$ cat src/rtl/bus_arbiter.sv
// Round-robin arbiter granting one of NREQ requesters access to a shared memory bus.
// Optional XFER watchdog is compiled in with `define BUS_ARB_TIMEOUT_EN.
module bus_arbiter #(
    parameter int NREQ    = 4,
    parameter int TIMEOUT = 16
) (
    input  logic                clk,
    input  logic                rst,
    input  logic [NREQ-1:0]     rq,
    input  logic [NREQ-1:0]     start,
    input  logic [2*NREQ-1:0]   mode_in,
    input  logic [8*NREQ-1:0]   addr_in,
    output logic [NREQ-1:0]     gnt,
    output logic [NREQ-1:0]     rdy,
    output logic                mem_rq,
    output logic                mem_start,
    output logic [1:0]          mem_mode,
    output logic [7:0]          mem_addr,
    input  logic                mem_gnt,
    input  logic                mem_rdy,
    output logic                timeout
);

    localparam int IW = (NREQ > 1) ? $clog2(NREQ) : 1;

    if (NREQ < 2 || NREQ > 8 || TIMEOUT < 1 || TIMEOUT > 255) begin : g_bad_param
        $error("bus_arbiter: NREQ must be 2..8 and TIMEOUT 1..255");
    end

    typedef enum logic [2:0] {
        IDLE = 3'd0,
        MREQ = 3'd1,
        GNT  = 3'd2,
        XFER = 3'd3,
        DONE = 3'd4
    } state_t;

    state_t          state, state_nxt;
    logic [IW-1:0]   owner, owner_nxt;
    logic [IW-1:0]   ptr, ptr_nxt;
    logic [IW-1:0]   pick;
    logic [IW-1:0]   owner_inc;
    logic            first_q;
    logic            abort;
    logic [NREQ-1:0] own_hot;
    logic [1:0]      sel_mode;
    logic [7:0]      sel_addr;

    assign own_hot   = {{(NREQ-1){1'b0}}, 1'b1} << owner;
    assign owner_inc = (owner == IW'(NREQ - 1)) ? '0 : owner + 1'b1;

    // First set request at or above ptr, wrapping at NREQ.
    always_comb begin
        int  idx;
        logic found;
        pick  = ptr;
        found = 1'b0;
        idx   = 0;
        for (int k = 0; k < NREQ; k++) begin
            idx = (int'(ptr) + k) % NREQ;
            if (!found && rq[idx[IW-1:0]]) begin
                found = 1'b1;
                pick  = idx[IW-1:0];
            end
        end
    end

    always_comb begin
        sel_mode = '0;
        sel_addr = '0;
        for (int i = 0; i < NREQ; i++) begin
            if (owner == IW'(i)) begin
                sel_mode = mode_in[2*i +: 2];
                sel_addr = addr_in[8*i +: 8];
            end
        end
    end

`ifdef BUS_ARB_TIMEOUT_EN
    logic [7:0] wd_cnt;
    logic       timeout_q;

    assign abort   = (state == XFER) && !mem_rdy && (wd_cnt == 8'(TIMEOUT - 1));
    assign timeout = timeout_q;

    always_ff @(posedge clk) begin
        if (rst) begin
            wd_cnt    <= '0;
            timeout_q <= 1'b0;
        end else begin
            timeout_q <= abort;
            if (state == GNT && state_nxt == XFER)
                wd_cnt <= '0;
            else if (state == XFER)
                wd_cnt <= wd_cnt + 8'd1;
        end
    end
`else
    assign abort   = 1'b0;
    assign timeout = 1'b0;
`endif

    // NOTE: every signal written here gets a default first so no latch is inferred.
    always_comb begin
        state_nxt = state;
        owner_nxt = owner;
        ptr_nxt   = ptr;
        unique case (state)
            IDLE: begin
                if (|rq) begin
                    owner_nxt = pick;
                    state_nxt = MREQ;
                end
            end
            MREQ: begin
                if (!rq[owner])
                    state_nxt = IDLE;
                else if (mem_gnt)
                    state_nxt = GNT;
            end
            GNT: begin
                if (!rq[owner])
                    state_nxt = IDLE;
                else if (start[owner])
                    state_nxt = XFER;
            end
            XFER: begin
                if (mem_rdy) begin
                    state_nxt = DONE;
                end else if (abort) begin
                    ptr_nxt   = owner_inc;
                    state_nxt = IDLE;
                end
            end
            DONE: begin
                ptr_nxt   = owner_inc;
                state_nxt = IDLE;
            end
            default: state_nxt = IDLE;
        endcase
    end

    // NOTE: sequential state uses non-blocking assignments so all registers update together.
    always_ff @(posedge clk) begin
        if (rst) begin
            state   <= IDLE;
            owner   <= '0;
            ptr     <= '0;
            first_q <= 1'b0;
        end else begin
            state   <= state_nxt;
            owner   <= owner_nxt;
            ptr     <= ptr_nxt;
            first_q <= (state == GNT) && (state_nxt == XFER);
        end
    end

    always_comb begin
        gnt       = '0;
        rdy       = '0;
        mem_rq    = 1'b0;
        mem_start = 1'b0;
        mem_mode  = '0;
        mem_addr  = '0;
        unique case (state)
            MREQ: begin
                mem_rq   = 1'b1;
                mem_mode = sel_mode;
                mem_addr = sel_addr;
            end
            GNT: begin
                mem_rq   = 1'b1;
                gnt      = own_hot;
                mem_mode = sel_mode;
                mem_addr = sel_addr;
            end
            XFER: begin
                mem_rq    = 1'b1;
                gnt       = own_hot;
                mem_start = first_q;
                mem_mode  = sel_mode;
                mem_addr  = sel_addr;
            end
            DONE:    rdy = own_hot;
            default: ;
        endcase
    end

endmodule

$ cat config.mk
export PLATFORM = sky130hd
export DESIGN_NAME = bus_arbiter
export DESIGN_NICKNAME = d
export VERILOG_FILES = /design/src/rtl/bus_arbiter.sv
export SDC_FILE = /design/constraint.sdc
export NUM_CORES = 1
export LEC_CHECK = 0
export BUFFER_PORTS_ARGS = -buffer_cell sky130_fd_sc_hd__buf_4
export CAP_MARGIN = 20
export CORE_AREA = 2 2 55 57
export CTS_CLUSTER_DIAMETER = 80
export DETAILED_ROUTE_END_ITERATION = 10
export DIE_AREA = 0 0 57 59
export HOLD_SLACK_MARGIN = 0.15
export PLACE_DENSITY = 0.75
export SLEW_MARGIN = 20
export SYNTH_ARGS = -nofsm -noshare
export SYNTH_HDL_FRONTEND = slang
export SYNTH_SLANG_ARGS = --single-unit
export TNS_END_PERCENT = 10
$ cat constraint.sdc
create_clock -name clk -period 5.1 [get_ports clk]
set_input_delay 0.51 -clock clk [delete_from_list [all_inputs] [get_ports clk]]
set_output_delay 0.51 -clock clk [all_outputs]
set_load 0.005 [all_outputs]
# Word level (Yosys, flattened, before mapping)
# Index checks and enable logic that the tools add are counted.
# op_classes
muxes	40
n_eq_ne	8
shifts	1
n_lt_le_gt_ge	5
reduce_logical	13
n_addsub	4
# op_table
op	count
$mux 8	5
$mux 2	9
$mux 3	6
$lt 2x3->1 const B	5
$bmux 1 s2	6
$pmux 3 s4	1
$mux 1	11
$eq 3x2->1 const B	3
$mux 4	2
$add 2x1->2 const B	2
$add 2x2->2 const B	2
$eq 2x2->1 const B	2
$logic_and 1x1->1	4
$reduce_or 4->1	1
$shl 1x2->4 const A	1
$eq 3x1->1 const B	1
$eq 3x3->1 const B	1
$logic_not 1->1	3
$logic_not 3->1	1
$reduce_or 3->1	1
$eq 2x1->1 const B	1
$logic_not 2->1	1
$reduce_and 2->1	1
$reduce_or 2->1	1
# word_totals
out_inout_bits	21
input_bits	52
regBits	8
elab_cells	75

# Longest topological paths before layout
# Gate-level depths: netlist (run 1).
# depth
word_depth	12
depth_mapped	7
ltp_nobuf	6

# Least setup slack after synthesis (run 1)
# No wires, ideal clock.
# synth_timing
path_type	reg-to-output
from	register owner[0]
to	output mem_mode[0]
path_slack_ns	3.086
n_path_buf	1
stages_incl_launch_ff	8
arrival_ns	1.504
t_required_ns	4.590
cell_sequence	dfxtp_1 -> inv_1 -> ha_1 -> nor2b_1 -> clkbuf_1 -> a221o_1 -> o21ai_0 -> o21ai_0
# synth_via
elab_chain_cells	6
elab_cells_between_ends	9
classes_between	eq/ne: 3; mux: 5; reduce/logical: 1
# synth_lines
element	line	text
start, declared	39	logic [IW-1:0] owner, owner_nxt;
start signal, assigned	152	owner <= owner_nxt;
$logic_not 2->1	72	if (owner == IW'(i)) begin
$mux 2 (3 in a row)	72	
$mux 2 *	72	
$mux 2 *	165	unique case (state)
end, declared	17	output logic [1:0] mem_mode,
# Mark *: on every way between the ends. The rest lies on a longest branch, timed or not.

# Worst setup path after layout (run 1)
# layout_timing
from	register owner[1]
to	output mem_addr[7]
# layout_via
elab_chain_cells	6
elab_cells_between_ends	9
classes_between	eq/ne: 3; mux: 5; reduce/logical: 1
# layout_lines
element	line	text
$logic_not 2->1	72	
$mux 8 (3 in a row)	72	
$mux 8 *	72	
$mux 8 *	165	
end, declared	18	output logic [7:0] mem_addr,
# Marked as above.

==> metrics list, run 1 <==
- The run finished with clean final reports.
- Worst IR drop on VDD: between 0.00015 and 0.0002 V
- Worst-path clk slew: ~0.050 ns
- Synthesis produced a netlist with a net count of 184.
- Port Buf Inserts: between 70 and 80
* CTS resizes: 0
- Buffers inserted during post-CTS setup optimization: 0
- The total overflow left after global routing is 0.
* Final hold violation count: 0
- Worst slack at placement: 2.52 ns
- Type of destination of the critical path: output port
- The worst pin sits at a relative slew slack of a little under three fifths.
- Using the TritonRoute via totals, the vias-per-cell ratio works out to 5.54.
* Reported leakage power: 0.687 nW
- The internal portion of the total power is 0.183 mW.
* Avg Cell Area, Syn: 7.32 um2
- In this run the cell area measured after placement is roughly 1400 um2.
* Post-layout minimum cycle time: around 2.9 ns
* Final WL: around 3.2 mm
- Cell area after synthesis: about 940 um2
- Routability-driven placement finished with a final weighted congestion of about 0.90.
- Antenna violations before repair: 0
* Reg power frac: a little over a quarter
* Cells after Synth: ~130
- The later pin in the worst-skew pair is clocked with a latency of roughly 0.25 ns.
- Yosys printed 0 warnings.
- Power per standard cell area: about 200 nW/um2
* Cell repeated most along the worst path: sky130_fd_sc_hd__o21ai_0
* First-pass GRT wire length: between 5 and 6 mm
* Placed wire-length estimate after detailed placement: 2.63 mm
* Crit path max-delay cell type: sky130_fd_sc_hd__nor2b_1
- Count of antenna diodes in the layout: 0
- Static timing analysis puts the maximum clock frequency at ~0.35 GHz.
* Sequential cell area fraction in the yosys report: approximately 17%
* Worst path arrival time: roughly 2.3 ns
- The die is about 60 um tall.
* Part of the cycle the worst path needs: a little under three fifths
* Layout cell share with drive strength beyond 1: approximately 41%
- Number of core rows: 19
- The most used flip-flop cell after synthesis is sky130_fd_sc_hd__dfxtp_1.
- Die outline width: between 50 and 60 um
- Number of buffers created by CTS: 3
* Switching share of power: a little under two fifths
- The clock passes through at most 2 buffers.
- In the final layout, flip-flops and latches occupy 160 um2.
- Iteration-0 DRC Markers: between 50 and 60
* Worst clock skew: 0.00154 ns
* Kind of cell with the highest combined delay on the critical path: simple AND/OR/NAND/NOR gates
- Across every metal layer, demand over resource in global routing totals 18.8%.
* Starting density of the core: 34.6%
* Final TNS setup: 0 ns
* Largest stage delay, worst path: 0.55 ns
* Gate power share: a little under three fifths
- Buffer cell driving the clock tree root: sky130_fd_sc_hd__clkbuf_4
- The multi-input combinational cells in the finished layout cover a total of between 600 and 700 um2.
* Startpoint-to-endpoint class of the critical path: reg -> out
- TritonCTS built the clock tree.
- Hold timing on the final database bottoms out at a slack of between 0.4 and 0.5 ns.
- After detailed routing, the average wire length per cell comes to about 15 um.
- For the pin with the worst max-slew slack, the measured transition is 0.646 ns.
- The routed layout has 1,225 vias.
* Switching pwr: between 0.1 and 0.15 mW
- The min-delay analysis places its worst path in the category reg -> reg.
- Floorplan core area: about 2700 um2
* Pins over their slew limit: 0
- Setup violations remaining at the end of the flow were counted as 0.
* Post-route cell area: between 1000 and 1500 um2
* Length of the first detailed-routing pass in iterations: 4
- Yosys mapped a number of flops with a built-in enable equal to 0.
* NumNets Final: between 200 and 250
* Share of flip-flops with an asynchronous set or reset after synthesis: 0%
* Vias in the first global route: around 1,200
- Cell breakdown of the critical path: inv_1 -> ha_1 -> nor2b_1 -> a221o_1 -> o21ai_0 -> o21ai_0 -> buf_4
* RSZ-0062 raised after global routing: no
* Data required, critical path: between 4 and 5 ns
- Leaving out filler cells and counting taps, the final layout contains between 200 and 250.
* # fillers: between 200 and 300
* Number of violations of the max-capacitance limit: 0
- Layout-stage area growth over the synthesis result: 56.2%
* Total DRC errors in the routed layout: 0
* Post-route antenna net violation count: 0
- Number of buffers inserted by hold repair at cts: 0
- Boundary pin count: 73
* Number of distinct library cell variants in the gate-level netlist after synthesis: 39
- Largest net degree at the start of global routing: 15
- Of all nets on the critical path, the largest fanout is 13.
* H-Tree Depth: 1
- In this run, placement finished with an instance count of between 200 and 250.
* TritonCTS sink count: 8
- Setup slack closes at around 2.2 ns.
- Full die area: 3360 um2
* Critical path startpoint category: flop
- In this run, synthesis produced a sequential element count of 8.
- Portion of total power attributed to the clock network: between 10% and 20%
- The number of buffers and inverters on the critical path is 2.
power groups by stage:
stage	Combinational (mW)	Sequential, mW	Clock, mW
2_1_floorplan	0.0973	0.0718	0
3_3_place_gp	0.164	0.0766	0
3_5_place_dp	0.167	0.0772	0
4_1_cts	0.167	0.0759	0.0485
5_1_grt	0.183	0.0770	0.0508
6_report	0.167	0.0760	0.0470
worst reg2reg max path, stage by stage (launching register included):
cell and delay [ns]:
sky130_fd_sc_hd__dfxtp_1 0.48, sky130_fd_sc_hd__mux4_2 0.53, sky130_fd_sc_hd__and3b_1 0.19, sky130_fd_sc_hd__a311o_1 0.33, sky130_fd_sc_hd__and4_1 0.17
layout by cell type (no fill, tap or decap), drive strengths merged, types with 2 or more instances in the layout:
cell	instances
clkbuf	3
mux4	2
nor3	3
ha	4
a221o	10
nor2	6
and2	4
buf	71
nand2b	2
o21ai	20
a21oi	5
nand3	11
and3	4
and4	2
inv	7
dfxtp	8
mux2i	2
or3	2
nand2	8
Yosys cell counts, drive strengths merged, types with 2 or more instances:
cell / count / area (um2)
a21oi: 5 / 25.0
a221o: 10 / 100
and2: 4 / 25.0
and3: 4 / 25.0
and4: 2 / 17.5
buf: 4 / 33.8
clkbuf: 8 / 33.8
dfxtp: 8 / 160
ha: 4 / 50.1
inv: 7 / 26.3
mux2i: 2 / 20.0
mux4: 2 / 48.8
nand2: 8 / 30.0
nand2b: 2 / 12.5
nand3: 11 / 55.1
nor2: 6 / 22.5
nor3: 3 / 15.0
o21ai: 20 / 100
or3: 2 / 13.8
final cells by class:
type	count	area share [%]
clock buffer	3	1.54
inverter	7	1.79
multi-input combinational	101	46.7
sequential	8	10.9
tap	31	2.65
timing repair buffer	71	36.4
cell families after synthesis:
kind of cell | count (synthesis) | synth area share (%)
flops | 8 | 17.1
simple gates | 48 | 27.9
buf+inv | 19 | 10.0
compound gates | 44 | 31.9
mux | 4 | 7.34
other cells | 1 | 0.400
fa+ha+maj | 4 | 5.34
sequential cells by signal, summed over array words and instances, names as in the netlist:
signal / cells
owner: 2
state: 3
ptr: 2
first_q: 1
routing by layer:
metal	vias up	part of all wire (%)	GRT usage [%]
met5	-	0	0
met2	69	48	34.5
li1	608	-	-
met3	8	12	4.37
met4	0	1.8	8.64
met1	540	38	20.4
final timing paths:
| check | cells after the start | to | startpoint | slack, ns |
|---|---|---|---|---|
| setup / recovery | 7 | mem_addr[7] | owner[1] | 2.25 |
| hold / removal | 2 | ptr[0] | ptr[0] | 0.48 |
| setup reg to reg | 4 | first_q | owner[0] | 3.30 |
| hold reg to reg | 2 | ptr[0] | ptr[0] | 0.48 |
metrics by stage:
step                power, mW  utilization [%]
detailed placement      0.244             53.2
floorplan               0.169                -
global route            0.311             54.0
finish                  0.290             54.0
global placement        0.241             53.2
CTS                     0.291             54.0
(Power assumes the default switching activity.)
==> inputs of run 2 (changes only) <==
==> constraint.sdc (replaced) <==
create_clock -name clk -period 2.75 [get_ports clk]
set_input_delay 0.275 -clock clk [delete_from_list [all_inputs] [get_ports clk]]
set_output_delay 0.275 -clock clk [all_outputs]
set_load 0.005 [all_outputs]
==> run 2 against run 1 <==
Against the previous run:
- routed wire length grew 0.72%
- cell count stayed put
- sequential share of layout area is essentially flat
- sequential power rose by 86%
- register-to-register slack lost 2.4 ns
==> metrics list, run 2 (synthesis gave the netlist of run 1 again) <==
* Port Buf Inserts: slightly above 70
- Hold Path Cell Cnt: 2
- Cell area after placement: about 1400 um2
- In the final layout, the registers with the most flip-flops are state: 3 flops, owner: 2 flops, ptr: 2 flops.
- H-Tree Depth: 1
- The die covers ~3400 um2.
- Combined area of the multi-input logic cells: between 600 and 700 um2
* Critical path startpoint category: flop
- Relative to the synthesized area, the layout overhead comes to 56.5%.
* Top library cells by usage in the layout, fill and taps aside: 71 x sky130_fd_sc_hd__buf_4, 20 x sky130_fd_sc_hd__o21ai_0, 11 x sky130_fd_sc_hd__nand3_1
- In this run the remaining antenna-violating nets after routing total 0.
* Final TNS setup: 0 ns
- In this run, the number of DRC markers left after iteration 0 of detailed routing was 56.
- Portion of total power attributed to the clock network: 16.4%
- The total count of max-transition violations in the final report is 0.
* Setup-failing EPs final: 0
* Register bank with the most flops: state
- Biggest fanout along the worst timing path: 13
- Grt total ovfl: 0
- Buffers inserted during post-CTS setup optimization: 0
* Data required, critical path: ~2.5 ns
* Classification of the worst-slack hold path: in -> reg
* Die height: a little under 60 um
- The share of total power dissipated in combinational logic is between 50% and 60%.
- Registers take 160 um2.
- Worst hold slack: 0.252 ns
- Summing all non-filler instances in the final layout gives an area of around 1500 um2.
- Across the run, the number of max-cap violations was 0.
- WHS Endpoint: owner[1]
- After detailed routing, the number of remaining DRC violations is 0.
* Largest register FFs: 3
- Wire length per cell: 14.6 um
- Dividing the detail-routed via count by the number of cells gives between 5 and 6.
- The first global-routing pass estimated 4.97 mm of wire.
- At the end of the flow, the number of nets in the layout was about 250.
* Minimum setup slack among reg-to-reg paths: between 0.9 and 1 ns
- Vias in the first global route: approximately 1,200
- The internal portion of the total power is between 0.3 and 0.4 mW.
- The share of total power dissipated in sequential elements is a little over a quarter.
* Die outline width: ~57 um
- Starting density of the core: 34.6%
- The initial antenna violation count came to 0.
- Switching share of power: a little under two fifths
- The clock net in this run drives a total of 8 sinks.
* Worst-path clk slew: 0.05 ns
- The tree is rooted in a sky130_fd_sc_hd__clkbuf_4.
- The library cell used most frequently in the layout, excluding fill and tap cells, is sky130_fd_sc_hd__buf_4.
- In this run the critical register-to-register path is captured at first_q.
- Total power for the finished layout comes to ~0.54 mW.
- The clock passes through at most 2 buffers.
* Worst reg2reg path depth: 4
- Across the VDD grid, the largest voltage drop is 0.000278 V.
- Boundary pin count: 73
- At the pin with the least slew margin, the transition time is 0.630 ns.
- After floorplanning, the core was sized to cover between 2000 and 3000 um2.
* Critical R2R Launch: owner[0]
* Power per standard cell area: between 300 and 400 nW/um2
- Part of the cycle the worst path needs: between 80 and 90%
- At the end of routability-driven placement, the weighted congestion stood at between 0.8 and 0.9.
- Setup repair after global routing left no endpoint under its margin.
- Largest net degree at the start of global routing: 15
- Status: finished clean
- Reported leakage power: between 0.6 and 0.7 nW
* Final Core Density: roughly 54%
- Final hold violation count: 0
- Clock latency reported for the late side of the worst-skew pair: ~0.25 ns
- Maximum operating frequency: between 0.4 and 0.5 GHz
* Layout cell share with drive strength beyond 1: just over 40%
- The first detailed-routing pass ran for 7 iterations.
- TritonCTS built the clock tree.
* Count of antenna diodes in the layout: 0
- The worst setup path is of the reg -> out kind.
* # fillers: around 270
* Type of destination of the critical path: output port
* Worst clock skew: roughly 0.006 ns
- The worst pin sits at a relative slew slack of between 50 and 60%.
- Global Route Usage Sum: a little under a fifth
- Post-layout minimum cycle time: ~2.4 ns
- Final WL: 3.24 mm
* Total via count after detailed routing: approximately 1,300
* Hold wc startpoint: rst
* Number of core rows: 19
* Worst path arrival time: 2.17 ns
- The number of clock buffers added by TritonCTS is 3.
- Switching pwr: about 0.20 mW
-- run 2: metal layers --
metal / vias to the layer above / track usage [%] / share of wire (%)
met5: - / 0 / 0
met4: 0 / 6.64 / 0.83
met3: 4 / 4.15 / 10
met2: 68 / 34.6 / 50
met1: 576 / 21.0 / 39
li1: 604 / - / -
-- run 2: area by class of cell --
| cell class | instances | area share, % |
|---|---|---|
| inverters | 7 | 1.79 |
| clock buffers | 3 | 1.54 |
| multi-input cells | 101 | 46.8 |
| repair buffers | 71 | 36.3 |
| well taps | 31 | 2.65 |
| flip-flops and latches | 8 | 10.9 |
-- run 2: power groups by stage --
stage	registers, mW	clock network [mW]	logic, mW
after detailed placement	0.143	0	0.309
after floorplan	0.133	0	0.180
after global placement	0.142	0	0.304
after global routing	0.143	0.0972	0.341
after CTS	0.141	0.0905	0.309
final	0.141	0.0888	0.311
-- run 2: metrics by stage --
stage          std cells  setup WS (ns)
6_report             221          0.307
5_1_grt              221          0.113
3_3_place_gp         218          0.497
3_5_place_dp         218          0.397
2_1_floorplan        128          0.971
4_1_cts              221          0.124
-- run 2: what timing repair did --
| item | 4_1_cts | 5_1_grt |
|---|---|---|
| resized for setup | 0 | 1 |
| endpoints found under the setup margin | 0 | 10 |
| hold buffers | 0 | 0 |
-- run 2: how the worst max path moves through the flow --
stage,startpoint,to,slack [ns],cells after the start
final,owner[1],mem_addr[4],0.31,7
after floorplan,owner[0],mem_mode[0],0.97,7
after global placement,owner[1],mem_addr[7],0.50,7
after global routing,owner[1],mem_addr[3],0.11,7
after detailed placement,owner[1],mem_mode[1],0.40,7
after CTS,owner[1],mem_mode[1],0.12,7
-- run 2: worst max-delay path, cell delays in order, from the launching register on --
cell	delay, ns
sky130_fd_sc_hd__dfxtp_1	0.41
sky130_fd_sc_hd__inv_1	0.11
sky130_fd_sc_hd__ha_1	0.34
sky130_fd_sc_hd__nor2b_2	0.40
sky130_fd_sc_hd__a221o_1	0.21
sky130_fd_sc_hd__o21ai_0	0.07
sky130_fd_sc_hd__o21ai_0	0.22
sky130_fd_sc_hd__buf_4	0.16
==> inputs of run 3 (changes only) <==
--- a/config.mk
+++ b/config.mk
@@ -13,6 +13,7 @@
 export DIE_AREA = 0 0 57 59
 export HOLD_SLACK_MARGIN = 0.15
 export PLACE_DENSITY = 0.75
+export SETUP_SLACK_MARGIN = 0.5
 export SLEW_MARGIN = 20
 export SYNTH_ARGS = -nofsm -noshare
 export SYNTH_HDL_FRONTEND = slang
==> run 3 against run 2 <==
Against the previous run:
- non-clock buffer count is the same
- via count grew 1.0%
- first-iteration DRC count rose by 27%
- design area grew 3.0%
- clock power is essentially flat
- global-route usage unchanged
- setup slack better by 0.30 ns
- clock-buffer cell count unchanged
- clock skew hardly changed
- utilization increased by 1.6 points
- sequential power hardly changed
- critical path type unchanged
- largest cell class unchanged
- highest routed layer unchanged
==> metrics list, run 3 (synthesis gave the netlist of run 1 again) <==
- Status: finished clean
* Flip-flop and latch area: between 150 and 200 um2
- Number of buffers created by CTS: 3
- After detailed routing, the number of remaining DRC violations is 0.
- Data on the critical path is required at its endpoint by approximately 2.5 ns.
- Biggest fanout along the worst timing path: 14
* Classification of the worst-slack hold path: in -> reg
* Overall power consumption: 0.561 mW
- Once detail routing completed, the nets flagged for antenna violations numbered 0.
- Ranked by flip-flop count, first place goes to state.
- Hold repair after CTS inserted 0 buffers.
- Entering global routing, the biggest net connects 15 pins.
* Starting density of the core: approximately a third
* Final hold violation count: 0
* Worst-path clk slew: about 0.05 ns
* Number of violations of the max-capacitance limit: 0
- Summing all multi-input logic gate instances after layout gives 724 um2.
- Wire length per cell: approximately 15 um
- After the last flow step, the layout net total stands at between 200 and 250.
- Count of antenna diodes in the layout: 0
* Clock latency reported for the late side of the worst-skew pair: ~0.26 ns
- Global routing used about a fifth of the available tracks across all layers.
- Across all layers, the routed design uses 1,265 vias.
- Highest routed layer: met4
- Largest register FFs: 3
- Registers with the most flip-flops: state: 3 flops, owner: 2 flops, ptr: 2 flops
- Once the clock tree was built, the setup fixing pass inserted 0 buffers.
- # fillers: 274
* Worst IR drop on VDD: approximately 0.00028 V
- Post-layout minimum cycle time: about 2.1 ns
- STA classifies the critical path endpoint as an output port.
- Setup repair after global routing left no endpoint under its margin.
- Final WL: between 3 and 4 mm
* Worst clock skew: around 0.0064 ns
- Startpoint-to-endpoint class of the critical path: reg -> out
* Buffer levels on the longest clock path: 2
- Floorplan core area: ~2700 um2
- The final critical path takes up 78.1% of the cycle.
* Boundary pin count: 73
- Worst path arrival time: roughly 1.9 ns
- Buffers placed on the I/O ports in this run total 71.
- Buffer cell driving the clock tree root: sky130_fd_sc_hd__clkbuf_4
- From synthesis to final layout, the design area changed by 61.1%.
* First-pass GRT wire length: just under 5 mm
- Measured along the y axis, the die boundary spans between 50 and 60 um.
- In this run, the number of DRC markers left after iteration 0 of detailed routing was 71.
* Worst hold slack: roughly 0.25 ns
- Leading cell type in the layout, fill and taps excluded: sky130_fd_sc_hd__buf_4
* Detailed-route vias per instance: approximately 5.7
- TritonCTS built the clock tree.
* Layout cell share with drive strength beyond 1: approximately 45%
- Met1 routed wirelength after detailed routing: roughly 1.2 mm
- The total count of max-transition violations in the final report came to 0.
* Top library cells by usage in the layout, fill and taps aside: 71 x sky130_fd_sc_hd__buf_4, 20 x sky130_fd_sc_hd__o21ai_0, 11 x sky130_fd_sc_hd__nand3_1
* Vias in the first global route: about 1,200
- After global routing the overflow that remains totals 0.
* Setup-failing EPs final: 0
- Cells fill 55.7% of the core in the end.
- Number of core rows: 19
- Summed over all failing endpoints, the final setup total negative slack is 0 ns.
- Routability congestion estimate: roughly 0.9
* Length of the first detailed-routing pass in iterations: 4
* TritonCTS sink count: 8
* Routed wl met2: 1.61 mm
- The die covers between 3000 and 4000 um2.
- Maximum operating frequency: 0.466 GHz
* Reported leakage power: about 0.7 nW
- Excluding fillers, the count of instances in the completed layout stands at 222.
- Critical path startpoint category: flop
* H-Tree Depth: 1
* Total placed cells including tap cells: around 220
- In this run the horizontal extent of the chip is 57 um.
* Met3 Routed Length: between 300 and 400 um
- The initial antenna violation count was 0.
- Power per standard cell area: roughly 370 nW/um2
==> run 3: cell types whose count changed in the layout (fill, tap and decap cells not counted) <==
cell / delta
sky130_fd_sc_hd__dfxtp_1: -2
sky130_fd_sc_hd__dfxtp_4: +1
sky130_fd_sc_hd__ha_4: +1
sky130_fd_sc_hd__nor2b_4: +2
sky130_fd_sc_hd__nor2b_2: -1
sky130_fd_sc_hd__ha_1: -1
sky130_fd_sc_hd__nor2_1: -1
sky130_fd_sc_hd__or3_1: -1
sky130_fd_sc_hd__or3_4: +1
sky130_fd_sc_hd__inv_2: +1
sky130_fd_sc_hd__inv_1: -1
sky130_fd_sc_hd__dfxtp_2: +1
sky130_fd_sc_hd__nor2_2: +1
==> run 3: metrics by stage <==
step / area [um2] / worst slack (ns)
finish: 1510 / 0.603
global route: 1510 / 0.518
CTS: 1480 / 0.551
detailed placement: 1440 / 0.397
global placement: 1440 / 0.497
floorplan: 937 / 0.971
==> run 3: per-layer routing <==
metal  up-vias  global-route usage (%)
li1        608                       -
met2        84                    34.5
met5         -                       0
met3         4                    4.15
met1       569                    21.1
met4         0                    6.64
==> run 3: cell type report <==
type | count | area share [%]
multi-input combinational | 102 | 48.0
sequential | 8 | 10.9
clock buffer | 3 | 1.49
inverter | 7 | 1.74
timing repair buffer | 71 | 35.3
tap | 31 | 2.57
==> run 3: path summary, 6_finish.rpt <==
path | end | start | slack, ns | cells past startpoint
setup / recovery | mem_addr[4] | owner[0] | 0.60 | 4
hold / removal | owner[1] | rst | 0.25 | 2
setup reg to reg | first_q | owner[0] | 1.05 | 4
hold reg to reg | ptr[0] | ptr[0] | 0.48 | 2
==> run 3: where the power goes <==
group          leakage (nW)  total (mW)  switching (mW)  internal (mW)
logic                 0.629       0.330           0.150          0.180
registers            0.0662       0.142          0.0172          0.125
clock network        0.0138      0.0888          0.0390         0.0499
==> run 3: timing repair <==
action | in CTS | in global routing
endpoints found under the setup margin | 10 | 10
endpoints found under the hold margin | 0 | 0
pin swaps | 0 | 0
resized for setup | 5 | 6
cloned | 0 | 1
==> run 3: worst max-delay path, cell delays in order, from the launching register on <==
cell and delay [ns]:
sky130_fd_sc_hd__dfxtp_4 0.38, sky130_fd_sc_hd__ha_1 0.36, sky130_fd_sc_hd__or3_4 0.47, sky130_fd_sc_hd__o21ai_0 0.26
sky130_fd_sc_hd__buf_4 0.16
